`src/rtl/sync_reg_arb.sv`:
```
// sync_reg_arb: round-robin arbiter feeding one shared single-entry CDC
// register crossing. Each requester has a one-deep holding register. Issues
// are paced by a holdoff counter and then by the crossing's busy flag.
// Optional build macro SYNC_REG_ARB_PRIO_EN: requester 0 gets fixed top
// priority, and the round-robin pointer rotates only among 1..N-1.
module sync_reg_arb #(
  parameter int N       = 4,
  parameter int WIDTH   = 16,
  parameter int HOLDOFF = 4,
  localparam int IDW    = ($clog2(N) < 1) ? 1 : $clog2(N)
) (
  input  logic                 clk,
  input  logic                 rst,
  input  logic [N-1:0]         req,
  input  logic [N*WIDTH-1:0]   req_data,
  input  logic                 ch_busy,
  output logic                 ch_strobe,
  output logic [IDW+WIDTH-1:0] ch_data,
  output logic [N-1:0]         pend,
  output logic [N-1:0]         drop
);

  localparam int CW = $clog2(HOLDOFF + 1);

  typedef enum logic {S_IDLE, S_HOLD} state_t;

  state_t                   state_q;
  logic [CW-1:0]            cnt_q;
  logic [IDW-1:0]           rr_q;
  logic [N-1:0][WIDTH-1:0]  hold_q;
  logic [N-1:0]             pend_q;
  logic [N-1:0]             drop_q;
  logic                     ch_strobe_q;
  logic [IDW+WIDTH-1:0]     ch_data_q;

  logic                     any_pend;
  logic [IDW-1:0]           win;
  logic [IDW-1:0]           rr_d;
  logic [N-1:0]             cand;
  logic [IDW-1:0]           idx_w;
  int                       idx;

  // Winner selection: first pending entry at or above the rr pointer, wrapping.
  always_comb begin
    any_pend = 1'b0;
    win      = '0;
    cand     = pend_q;
    idx      = 0;
    idx_w    = '0;
`ifdef SYNC_REG_ARB_PRIO_EN
    // Requester 0 preempts the rotation; the scan below never sees bit 0.
    cand[0] = 1'b0;
    if (pend_q[0]) any_pend = 1'b1;
`endif
    for (int o = 0; o < N; o++) begin
      idx   = (int'(rr_q) + o) % N;
      idx_w = IDW'(idx);
      if (!any_pend && cand[idx_w]) begin
        any_pend = 1'b1;
        win      = idx_w;
      end
    end
    rr_d = (int'(win) + 1 == N) ? '0 : IDW'(int'(win) + 1);
`ifdef SYNC_REG_ARB_PRIO_EN
    // Grants to requester 0 leave the rotation where it was.
    if (win == '0) rr_d = rr_q;
`endif
  end

  // Capture, arbitration and issue pacing; all outputs registered.
  always_ff @(posedge clk or posedge rst) begin
    if (rst) begin
      state_q     <= S_IDLE;
      cnt_q       <= '0;
      rr_q        <= '0;
      hold_q      <= '0;
      pend_q      <= '0;
      drop_q      <= '0;
      ch_strobe_q <= 1'b0;
      ch_data_q   <= '0;
    end else begin
      ch_strobe_q <= 1'b0;
      // A strobe coinciding with its own grant is not a drop: the old value
      // leaves on this edge and the new one stays pending.
      for (int i = 0; i < N; i++) begin
        drop_q[i] <= 1'b0;
        if (req[i]) begin
          hold_q[i] <= req_data[i*WIDTH +: WIDTH];
          pend_q[i] <= 1'b1;
          drop_q[i] <= pend_q[i] &&
                       !(state_q == S_IDLE && any_pend && win == IDW'(i));
        end else if (state_q == S_IDLE && any_pend && win == IDW'(i)) begin
          pend_q[i] <= 1'b0;
        end
      end
      case (state_q)
        S_IDLE: begin
          if (any_pend) begin
            ch_strobe_q <= 1'b1;
            ch_data_q   <= {win, hold_q[win]};
            rr_q        <= rr_d;
            cnt_q       <= CW'(HOLDOFF);
            state_q     <= S_HOLD;
          end
        end
        S_HOLD: begin
          // ch_busy lags the strobe by a cycle, so it is only trusted at cnt==0.
          if (cnt_q != '0)   cnt_q   <= cnt_q - 1'b1;
          else if (!ch_busy) state_q <= S_IDLE;
        end
        default: state_q <= S_IDLE;
      endcase
    end
  end

  assign ch_strobe = ch_strobe_q;
  assign ch_data   = ch_data_q;
  assign pend      = pend_q;
  assign drop      = drop_q;

endmodule

```
`config.mk`:
```
export PLATFORM = sky130hd
export DESIGN_NAME = sync_reg_arb
export DESIGN_NICKNAME = d
export VERILOG_FILES = /design/src/rtl/sync_reg_arb.sv
export SDC_FILE = /design/constraint.sdc
export NUM_CORES = 1
export LEC_CHECK = 0
export CAP_MARGIN = 10
export CORE_UTILIZATION = 45
export CTS_CLUSTER_SIZE = 24
export DETAILED_ROUTE_END_ITERATION = 6
export GPL_TIMING_DRIVEN = 0
export HOLD_SLACK_MARGIN = 0.02
export MAX_ROUTING_LAYER = met4
export PLACE_DENSITY = 0.76
export SYNTH_ARGS = -nofsm -noshare
export SYNTH_HDL_FRONTEND = slang
export SYNTH_SLANG_ARGS = --single-unit
```
`constraint.sdc`:
```
create_clock -name clk -period 2.6 [get_ports clk]
set_input_delay 0.26 -clock clk [delete_from_list [all_inputs] [get_ports clk]]
set_output_delay 0.26 -clock clk [all_outputs]
set_load 0.02 [all_outputs]
```
==> run_results.csv, run 1 <==
group,metric,value,unit
status,run_status,"finished, final reports clean",
floorplanning,die_h,100,um
detailed_routing,drt-pass1-iter-count,4,
synthesis,yosysTopAreaCell,"dfrtp_1",
floorplanning,die_area,10100,um2
worst_setup_path,critPathKind,"flip-flop to flip-flop",
worst_setup_path,endpoint_kind,"flip-flop",
clock_network,cts_buffers,9,
synthesis,synth_nets,406,
floorplanning,rows,35,
clock_network,postCtsResizedCells,0,
clock_network,cts_buffer_depth,2,
clock_network,worstSkewPairLatency,360,ps
clock_network,cts_hold_buffers,0,
clock_network,clock-sinks,97,
global_route,grt_pass1_wl,15700,um
synthesis,synthFlopType,"dfrtp_1",
synthesis,synth_seq_cells,97,
worst_setup_path,crit_path_max_incr_delay,530,ps
worst_setup_path,crit_fanout,10,
power,pwr_density_cell,882,nW/um2
floorplanning,coreArea,9330,um2
synthesis,synth.distinct_cells,34,
clock_network,post-cts-setup-buffer-count,0,
synthesis,netlist.area_leader.share,55.7,%
global_route,overflow,0,
sta,worst_pin_slew,629,ps
detailed_routing,ant_nets,0,
floorplanning,pin_count,98,
clock_network,cts_tree,"built",
global_route,grt_antenna_before_repair,0,
detailed_routing,vias,2911,
worst_setup_path,cp.depth,6,
detailed_routing,met1_length,4050,um
sta,hold_viol,0,
detailed_routing,wl_met2,4620,um
global_route,grt_pass1_vias,3177,
detailed_routing,viasPerCell,5.09,
cells_and_area,fin_util,60.9,%
sta,maxSlewHeadroom,58.1,%
detailed_routing,wirelength,9310,um
detailed_routing,wl_met3,428,um
power,finalPower,5.01,mW
power,leakagePower,2.40,nW
detailed_routing,drc_errors,0,
global_route,grt_usage,21.1,%
sta,finalSetupViolations,0,
sta,slew_violations,0,
synthesis,synth_edf_count,0,
synthesis,synthMostInstantiatedCell,"dfrtp_1",
worst_setup_path,cp_slowest_cell,"dfrtp_1",
sta,tns,0,ps
worst_setup_path,crit_start,"pend[3]",
worst_setup_path,critPathBufInv,1,
placement,dp_hpwl,7140,um
synthesis,yosys-top-cells-area,"dfrtp_1, mux2_2, a211oi_2",
worst_setup_path,worst_r2r_path_depth,6,
floorplanning,initial_core_util,46.7,%
clock_network,root_buffer,"clkbuf_8",
worst_setup_path,worstReg2RegStart,"pend[3]",
clock_network,clk_pin_slew_worst_paths,100,ps
cells_and_area,area_delta_synth_final,30.3,%
worst_setup_path,worst_setup_path_start_kind,"flip-flop",
detailed_routing,wl_per_cell,16.3,um
synthesis,seq_area_frac_synth,55.7,%
worst_setup_path,cp_top_family,"compound AO/OA/AOI/OAI gates",
worst_setup_path,cp_cell_sequence,"mux2i_1 > a2bb2oi_4 > clkbuf_1 > nand3_2 > o21ai_0 > nand2_1",
placement,portBuffers,93,
global_route,grt_max_degree,41,
synthesis,synth_common_cells,"dfrtp_1, mux2_2, nor2_1, a211oi_2, mux2i_1",
power,peakVddDrop,422,uV
worst_setup_path,critical_path_required,2840,ps
sta,finalCritPeriodShare,80.8,%
synthesis,avgSynthCellArea,13.1,um2
placement,gp_congestion,0.806,
floorplanning,fp.dieW,100,um
clock_network,htree_levels,3,
cells_and_area,layout-drive-gt1-share,26.4,%
sta,fmax,0.476,GHz
cells_and_area,fillers,773,
synthesis,yosysWarnings,0,
synthesis,synth_area,4360,um2
cells_and_area,n_antenna_cell,0,
sta,finalCriticalPeriod,2100,ps
min_path,hold_class,"primary input to asynchronous set/reset pin",
synthesis,syn-instance-count,332,
detailed_routing,drt_iter0_markers,90,
sta,rsz0062_at_grt,"no",
flow_run,cap_violations,0,
detailed_routing,top_layer,"met4",
cells_and_area,final_nets,512,
sta,skew,12.9,ps
worst_setup_path,crit_arrival,2340,ps
synthesis,synthArstFlopShare,100,%
==> flip-flops by register name, summed over array words and instances (netlist names) <==
name	cells
pend	4
cnt_q	3
drop	4
ch_strobe	1
state_q	1
ch_data	18
hold_q	64
rr_q	2
==> stage by stage <==
stage	cells	area, um2	setup WS (ps)	hold slack, ps
after floorplan	332	4360	791	412
after global placement	554	5450	204	465
after detailed placement	556	5490	563	466
after CTS	572	5680	536	309
after global routing	572	5680	317	348
final	572	5680	500	304
==> logic make-up after synthesis <==
logic type,count (synthesis),share of synthesized area [%]
xor+xnor,1,0.201
simple gates,69,8.39
fa+ha+maj,3,0.862
mux,82,20.7
compound gates,48,10.4
flops,97,55.7
buf+inv,32,3.73
==> cell type report <==
type,instances,area (um2),share of cell area [%]
clock buffers,9,124,2.18
repair buffers,95,971,17.1
well taps,129,161,2.84
inverters,12,51.3,0.903
flip-flops and latches,97,2430,42.8
clock inverters,7,61.3,1.08
plain buffers,20,115,2.03
multi-input cells,203,1770,31.1
==> final timing paths <==
check | endpoint | slack, ps
max | pend[3] | 500
min | hold_q[9] | 300
max reg2reg | pend[3] | 500
min reg2reg | ch_data[17] | 490
max in group asynchronous | hold_q[49] | 1480
min in group clk | hold_q[47] | 410
==> layer usage <==
layer,vias to the layer above,track usage (%)
met2,77,34.4
li1,1387,-
met1,1428,26.1
met3,19,4.11
met4,0,7.80
met5,-,-
==> layout by cell type, fill, tap and decap left out, drive strengths merged <==
| cell | n |
|---|---|
| a211oi | 32 |
| a21o | 4 |
| a21oi | 1 |
| a2bb2oi | 1 |
| and3 | 16 |
| buf | 13 |
| clkbuf | 18 |
| clkdlybuf4s50 | 93 |
| clkinv | 4 |
| clkinvlp | 2 |
| dfrtp | 97 |
| ha | 3 |
| inv | 13 |
| mux2 | 64 |
| mux2i | 18 |
| nand2 | 18 |
| nand2b | 2 |
| nand3 | 2 |
| nand3b | 1 |
| nand4 | 1 |
| nand4b | 2 |
| nor2 | 25 |
| nor4 | 1 |
| o211ai | 2 |
| o21a | 1 |
| o21ai | 7 |
| or2 | 1 |
| xnor2 | 1 |
==> power breakdown <==
group          internal [mW]  switching [mW]
registers               1.81           0.195
clock network          0.367           0.563
logic                  0.977            1.10
total                   3.16            1.85
Note: power is estimated with default switching activity, not from simulation.
==> run 2, diff against run 1 <==
==> constraint.sdc (replaced) <==
create_clock -name clk -period 1.8 [get_ports clk]
set_input_delay 0.18 -clock clk [delete_from_list [all_inputs] [get_ports clk]]
set_output_delay 0.18 -clock clk [all_outputs]
set_load 0.02 [all_outputs]
==> run_results.csv, run 2 (synthesis gave the netlist of run 1 again) <==
group,metric,value,unit
sta,hold_viol,0,
clock_network,worstSkewPairLatency,370,ps
sta,maxSlewHeadroom,60.4,%
worst_setup_path,cp_slowest_cell,"dfrtp_2",
detailed_routing,vias,3033,
floorplanning,coreArea,9330,um2
clock_network,clock-sinks,97,
detailed_routing,drt-pass1-iter-count,4,
clock_network,clk_pin_slew_worst_paths,100,ps
worst_setup_path,critPathBufInv,2,
detailed_routing,drt_iter0_markers,99,
global_route,grt_pass1_vias,3096,
floorplanning,die_area,10100,um2
detailed_routing,viasPerCell,5.16,
worst_setup_path,worst_setup_path_start_kind,"flip-flop",
min_path,hold_class,"primary input to asynchronous set/reset pin",
clock_network,cts_buffers,9,
clock_network,root_buffer,"clkbuf_8",
cells_and_area,final_common_cell,"clkdlybuf4s50_1",
power,leakagePower,2.53,nW
clock_network,cts_hold_buffers,0,
cells_and_area,layout_common_cells,"clkdlybuf4s50_1, dfrtp_1, mux2_2",
sta,skew,11.8,ps
detailed_routing,wirelength,9880,um
sta,fin_ws,22.6,ps
cells_and_area,layout-drive-gt1-share,35.5,%
clock_network,cts_buffer_depth,2,
detailed_routing,wl_per_cell,16.8,um
cells_and_area,stdcell_area,6060,um2
floorplanning,pin_count,98,
cells_and_area,largest_reg_flops,64,
placement,post_dp_cell_area,5500,um2
cells_and_area,final_nets,528,
cells_and_area,stdcell_count,588,
global_route,globalRouteMet3Util,3.34,%
placement,dp_hpwl,7150,um
global_route,grt_antenna_before_repair,0,
floorplanning,rows,35,
detailed_routing,ant_nets,0,
sta,holdWs,172,ps
global_route,grt_usage,20.4,%
placement,gp_congestion,0.804,
worst_setup_path,critical_path_required,2090,ps
power,pwr_density_cell,1340,nW/um2
placement,post-place-ws,-235,ps
worst_setup_path,cp_cell_sequence,"buf_4 > nand2_1 > a2bb2oi_4 > nand2_8 > buf_12 > ha_1 > o21ai_1",
sta,rsz0062_at_grt,"yes",
global_route,grtUsageMet2,33.8,%
status,run_status,"finished, final reports clean",
cells_and_area,multi_input_area,1920,um2
cells_and_area,n_antenna_cell,0,
worst_setup_path,crit_fanout,10,
clock_network,cts_tree,"built",
clock_network,htree_levels,3,
floorplanning,die_h,100,um
detailed_routing,drc_errors,0,
placement,portBuffers,93,
flow_run,cap_violations,0,
sta,fmax,0.563,GHz
worst_setup_path,crit_arrival,2070,ps
placement,dp.cells,556,
global_route,overflow,0,
sta,finalSetupViolations,0,
worst_setup_path,critPathKind,"flip-flop to flip-flop",
sta,worst_pin_slew,594,ps
sta,finalCritPeriodShare,98.7,%
global_route,grt_busiest_layer,"met2",
floorplanning,fp.dieW,100,um
sta,slew_violations,0,
worst_setup_path,crit_path_max_incr_delay,460,ps
power,peakVddDrop,561,uV
worst_setup_path,cp_top_family,"flip-flops",
sta,tns,0,ps
global_route,grt_max_degree,43,
cells_and_area,regArea,2440,um2
cells_and_area,area_delta_synth_final,39.1,%
floorplanning,initial_core_util,46.7,%
global_route,met1_usage,25.0,%
sta,finalCriticalPeriod,1780,ps
cells_and_area,fillers,680,
cells_and_area,top_register,"hold_q",
worst_setup_path,endpoint_kind,"flip-flop",
global_route,grt_pass1_wl,15200,um
[run 2: cell count changes in the layout (fill, tap and decap cells not counted), sizes merged]
cell,change
buf,+17
inv,+1
clkinv,-3
bufinv,+1
[run 2: final cells by class]
type	count	area share [%]
Sequential cell	97	40.2
Multi-Input combinational cell	203	31.7
Timing Repair Buffer	113	18.8
Tap cell	129	2.66
Buffer	18	2.52
Clock buffer	10	2.11
Clock inverter	6	1.20
Inverter	12	0.846
[run 2: worst reg2reg max path: stages, from the launching register on]
cell       delay (ps)
dfrtp_2           460
buf_4             160
nand2_1           100
a2bb2oi_4         270
nand2_8           120
buf_12            170
ha_1              290
o21ai_1           130
[run 2: path summary, 6_finish.rpt]
path	from	slack, ps	end	cells past startpoint
min in group clk	req[2]	320	hold_q[46]	2
worst max-delay path	pend[2]	20	rr_q[1]	7
worst min-delay path	rst	170	hold_q[20]	2
max in group asynchronous	rst	810	rr_q[0]	4
worst min register to register	ch_data[16]	500	ch_data[16]	2
worst max register to register	pend[2]	20	rr_q[1]	7
[run 2: metrics by stage]
step,utilization (%),total power [mW]
2_1_floorplan,-,4.88
3_3_place_gp,58.5,5.87
3_5_place_dp,58.9,5.98
4_1_cts,62.4,7.72
5_1_grt,65.0,8.52
6_report,65.0,8.12
[run 2: timing repair]
| item | in CTS | in global routing |
|---|---|---|
| gates resized for setup | 32 | 26 |
| setup endpoints to repair | 25 | 22 |
| pin swaps | 4 | 5 |
| setup buffers | 3 | 14 |
| cloned | 0 | 1 |
[run 2: per-layer routing]
metal  routed length, um  vias to the layer above
li1                    -                     1432
met1                4310                     1503
met2                5060                       83
met3                 332                       15
met4                 178                        0
met5                   0                        -
[run 2: power breakdown]
part           total [mW]  switching (mW)  internal [mW]
clock network        1.46           0.795          0.661
registers            2.95           0.329           2.63
logic                3.71            1.83           1.87
==> run 3, diff against run 2 <==
--- a/config.mk
+++ b/config.mk
@@ -6,13 +6,13 @@
 export NUM_CORES = 1
 export LEC_CHECK = 0
 export CAP_MARGIN = 10
-export CORE_UTILIZATION = 45
+export CORE_UTILIZATION = 42
 export CTS_CLUSTER_SIZE = 24
 export DETAILED_ROUTE_END_ITERATION = 6
 export GPL_TIMING_DRIVEN = 0
 export HOLD_SLACK_MARGIN = 0.02
 export MAX_ROUTING_LAYER = met4
-export PLACE_DENSITY = 0.76
+export PLACE_DENSITY = 0.71
 export SYNTH_ARGS = -nofsm -noshare
 export SYNTH_HDL_FRONTEND = slang
 export SYNTH_SLANG_ARGS = --single-unit
==> run_results.csv, run 3 (synthesis gave the netlist of run 1 again) <==
group,metric,value,unit
floorplanning,coreArea,9910,um2
detailed_routing,drc_errors,0,
detailed_routing,wl_met2,5260,um
cells_and_area,layout_common_cells,"clkdlybuf4s50_1, dfrtp_1, mux2_2",
floorplanning,pin_count,98,
worst_setup_path,crit_arrival,2020,ps
cells_and_area,final_nets,534,
cells_and_area,largest_reg_flops,64,
sta,finalSetupViolations,0,
detailed_routing,viasPerCell,5.13,
worst_setup_path,endpoint_kind,"flip-flop",
cells_and_area,n_antenna_cell,0,
cells_and_area,multi_input_area,2000,um2
worst_setup_path,crit_fanout,6,
sta,slew_violations,0,
power,peakVddDrop,632,uV
placement,dp.cells,560,
sta,fin_ws,9.96,ps
power,leakagePower,2.59,nW
min_path,hold_class,"primary input to asynchronous set/reset pin",
flow_run,cap_violations,0,
clock_network,cts_hold_buffers,0,
detailed_routing,wl_met3,395,um
worst_setup_path,cp_cell_sequence,"buf_4 > mux2i_2 > a2bb2oi_4 > nand2_4 > buf_12 > buf_4 > a211oi_4 > a211oi_2",
sta,hold_viol,0,
worst_setup_path,worst_setup_path_start_kind,"flip-flop",
cells_and_area,area_delta_synth_final,42.6,%
cells_and_area,stdcell_count,597,
cells_and_area,top_register,"hold_q",
worst_setup_path,crit_start,"pend[3]",
floorplanning,rows,36,
detailed_routing,wirelength,10400,um
placement,dp_hpwl,7320,um
clock_network,cts_buffers,9,
placement,portBuffers,93,
floorplanning,die_area,10800,um2
worst_setup_path,rrSetupSlack,10,ps
cells_and_area,fillers,758,
detailed_routing,drt_iter0_markers,111,
detailed_routing,wl_per_cell,17.5,um
clock_network,cts_buffer_depth,2,
power,pwr_density_cell,1350,nW/um2
clock_network,worstSkewPairLatency,360,ps
power,finalPower,8.39,mW
global_route,grt_antenna_before_repair,0,
floorplanning,initial_core_util,44.0,%
sta,maxSlewHeadroom,58.2,%
clock_network,htree_levels,3,
worst_setup_path,worstReg2RegStart,"pend[3]",
sta,finalCriticalPeriod,1790,ps
cells_and_area,layout-drive-gt1-share,37.7,%
worst_setup_path,cp_common_cell,"buf_4",
cells_and_area,stdcell_area,6210,um2
sta,finalCritPeriodShare,99.4,%
sta,holdWs,232,ps
placement,post_dp_cell_area,5500,um2
clock_network,clk_pin_slew_worst_paths,90,ps
worst_setup_path,critical_path_required,2030,ps
floorplanning,die_h,104,um
cells_and_area,fin_util,62.7,%
global_route,overflow,0,
detailed_routing,drt-pass1-iter-count,4,
global_route,grt_pass1_vias,3095,
worst_setup_path,critPathKind,"flip-flop to flip-flop",
worst_setup_path,crit_path_max_incr_delay,470,ps
floorplanning,fp.dieW,104,um
sta,tns,0,ps
global_route,grt_pass1_wl,16200,um
placement,gp_congestion,0.771,
sta,skew,11.4,ps
detailed_routing,top_layer,"met4",
global_route,grt_max_degree,41,
placement,post-place-ws,-226,ps
worst_setup_path,r2r-end,"ch_data[3]",
sta,worst_pin_slew,626,ps
detailed_routing,vias,3061,
clock_network,cts_tree,"built",
status,run_status,"finished, final reports clean",
detailed_routing,ant_nets,0,
clock_network,root_buffer,"clkbuf_8",
cells_and_area,regArea,2430,um2
worst_setup_path,cp_slowest_cell,"dfrtp_2",
clock_network,clock-sinks,97,
sta,rsz0062_at_grt,"yes",
global_route,grt_usage,19.8,%
sta,fmax,0.559,GHz
cells_and_area,final_common_cell,"clkdlybuf4s50_1",
detailed_routing,met1_length,4620,um
worst_setup_path,worst_r2r_path_depth,8,
==> run 3: cell count changes in the layout (fill, tap and decap cells not counted), sizes merged <==
cell,before,now
buf,30,36
bufinv,1,2
clkbuf,18,16
clkinv,1,2
clkinvlp,2,1
inv,14,13
nand4b,2,3
==> run 3: worst max path at each step <==
stage	cells past startpoint	endpoint
final	8	ch_data[3]
after global routing	8	ch_data[13]
after CTS	8	ch_data[0]
after detailed placement	7	ch_data[9]
after global placement	2	hold_q[48]
after floorplan	8	ch_data[0]
==> run 3: critical path: cells and delay by family (launching register included) <==
| kind | cells | cell delay, ps |
|---|---|---|
| multiplexers | 1 | 80 |
| flip-flops | 1 | 470 |
| buffers and inverters | 3 | 470 |
| AO/OA/AOI/OAI | 3 | 530 |
| AND/OR/NAND/NOR | 1 | 120 |
==> run 3: layer usage <==
layer  vias to the layer above  track usage, %
met1                      1544            26.5
met4                         0            6.12
met2                        77            31.4
li1                       1429               -
met3                        11            2.57
met5                         -               -
==> run 3: timing repair <==
item / in CTS / in global routing
pin swaps: 3 / 10
gates cloned: 0 / 2
buffers inserted: 6 / 15
gates resized for setup: 30 / 43
endpoints found under the setup margin: 26 / 24
==> run 3: layout make-up <==
class	instances	share of cell area, %
multi-input combinational	204	32.2
sequential	97	39.2
clock inverter	6	1.47
inverter	12	0.866
timing repair buffer	117	19.0
buffer	19	2.62
tap	133	2.68
clock buffer	9	1.99
==> run 3: report_power, final <==
part / leakage (nW) / switching, mW / total, mW / internal, mW
combinational: 1.36 / 1.99 / 3.90 / 1.91
clock: 0.110 / 0.776 / 1.56 / 0.786
sequential: 1.11 / 0.303 / 2.93 / 2.62
total: 2.59 / 3.07 / 8.39 / 5.32
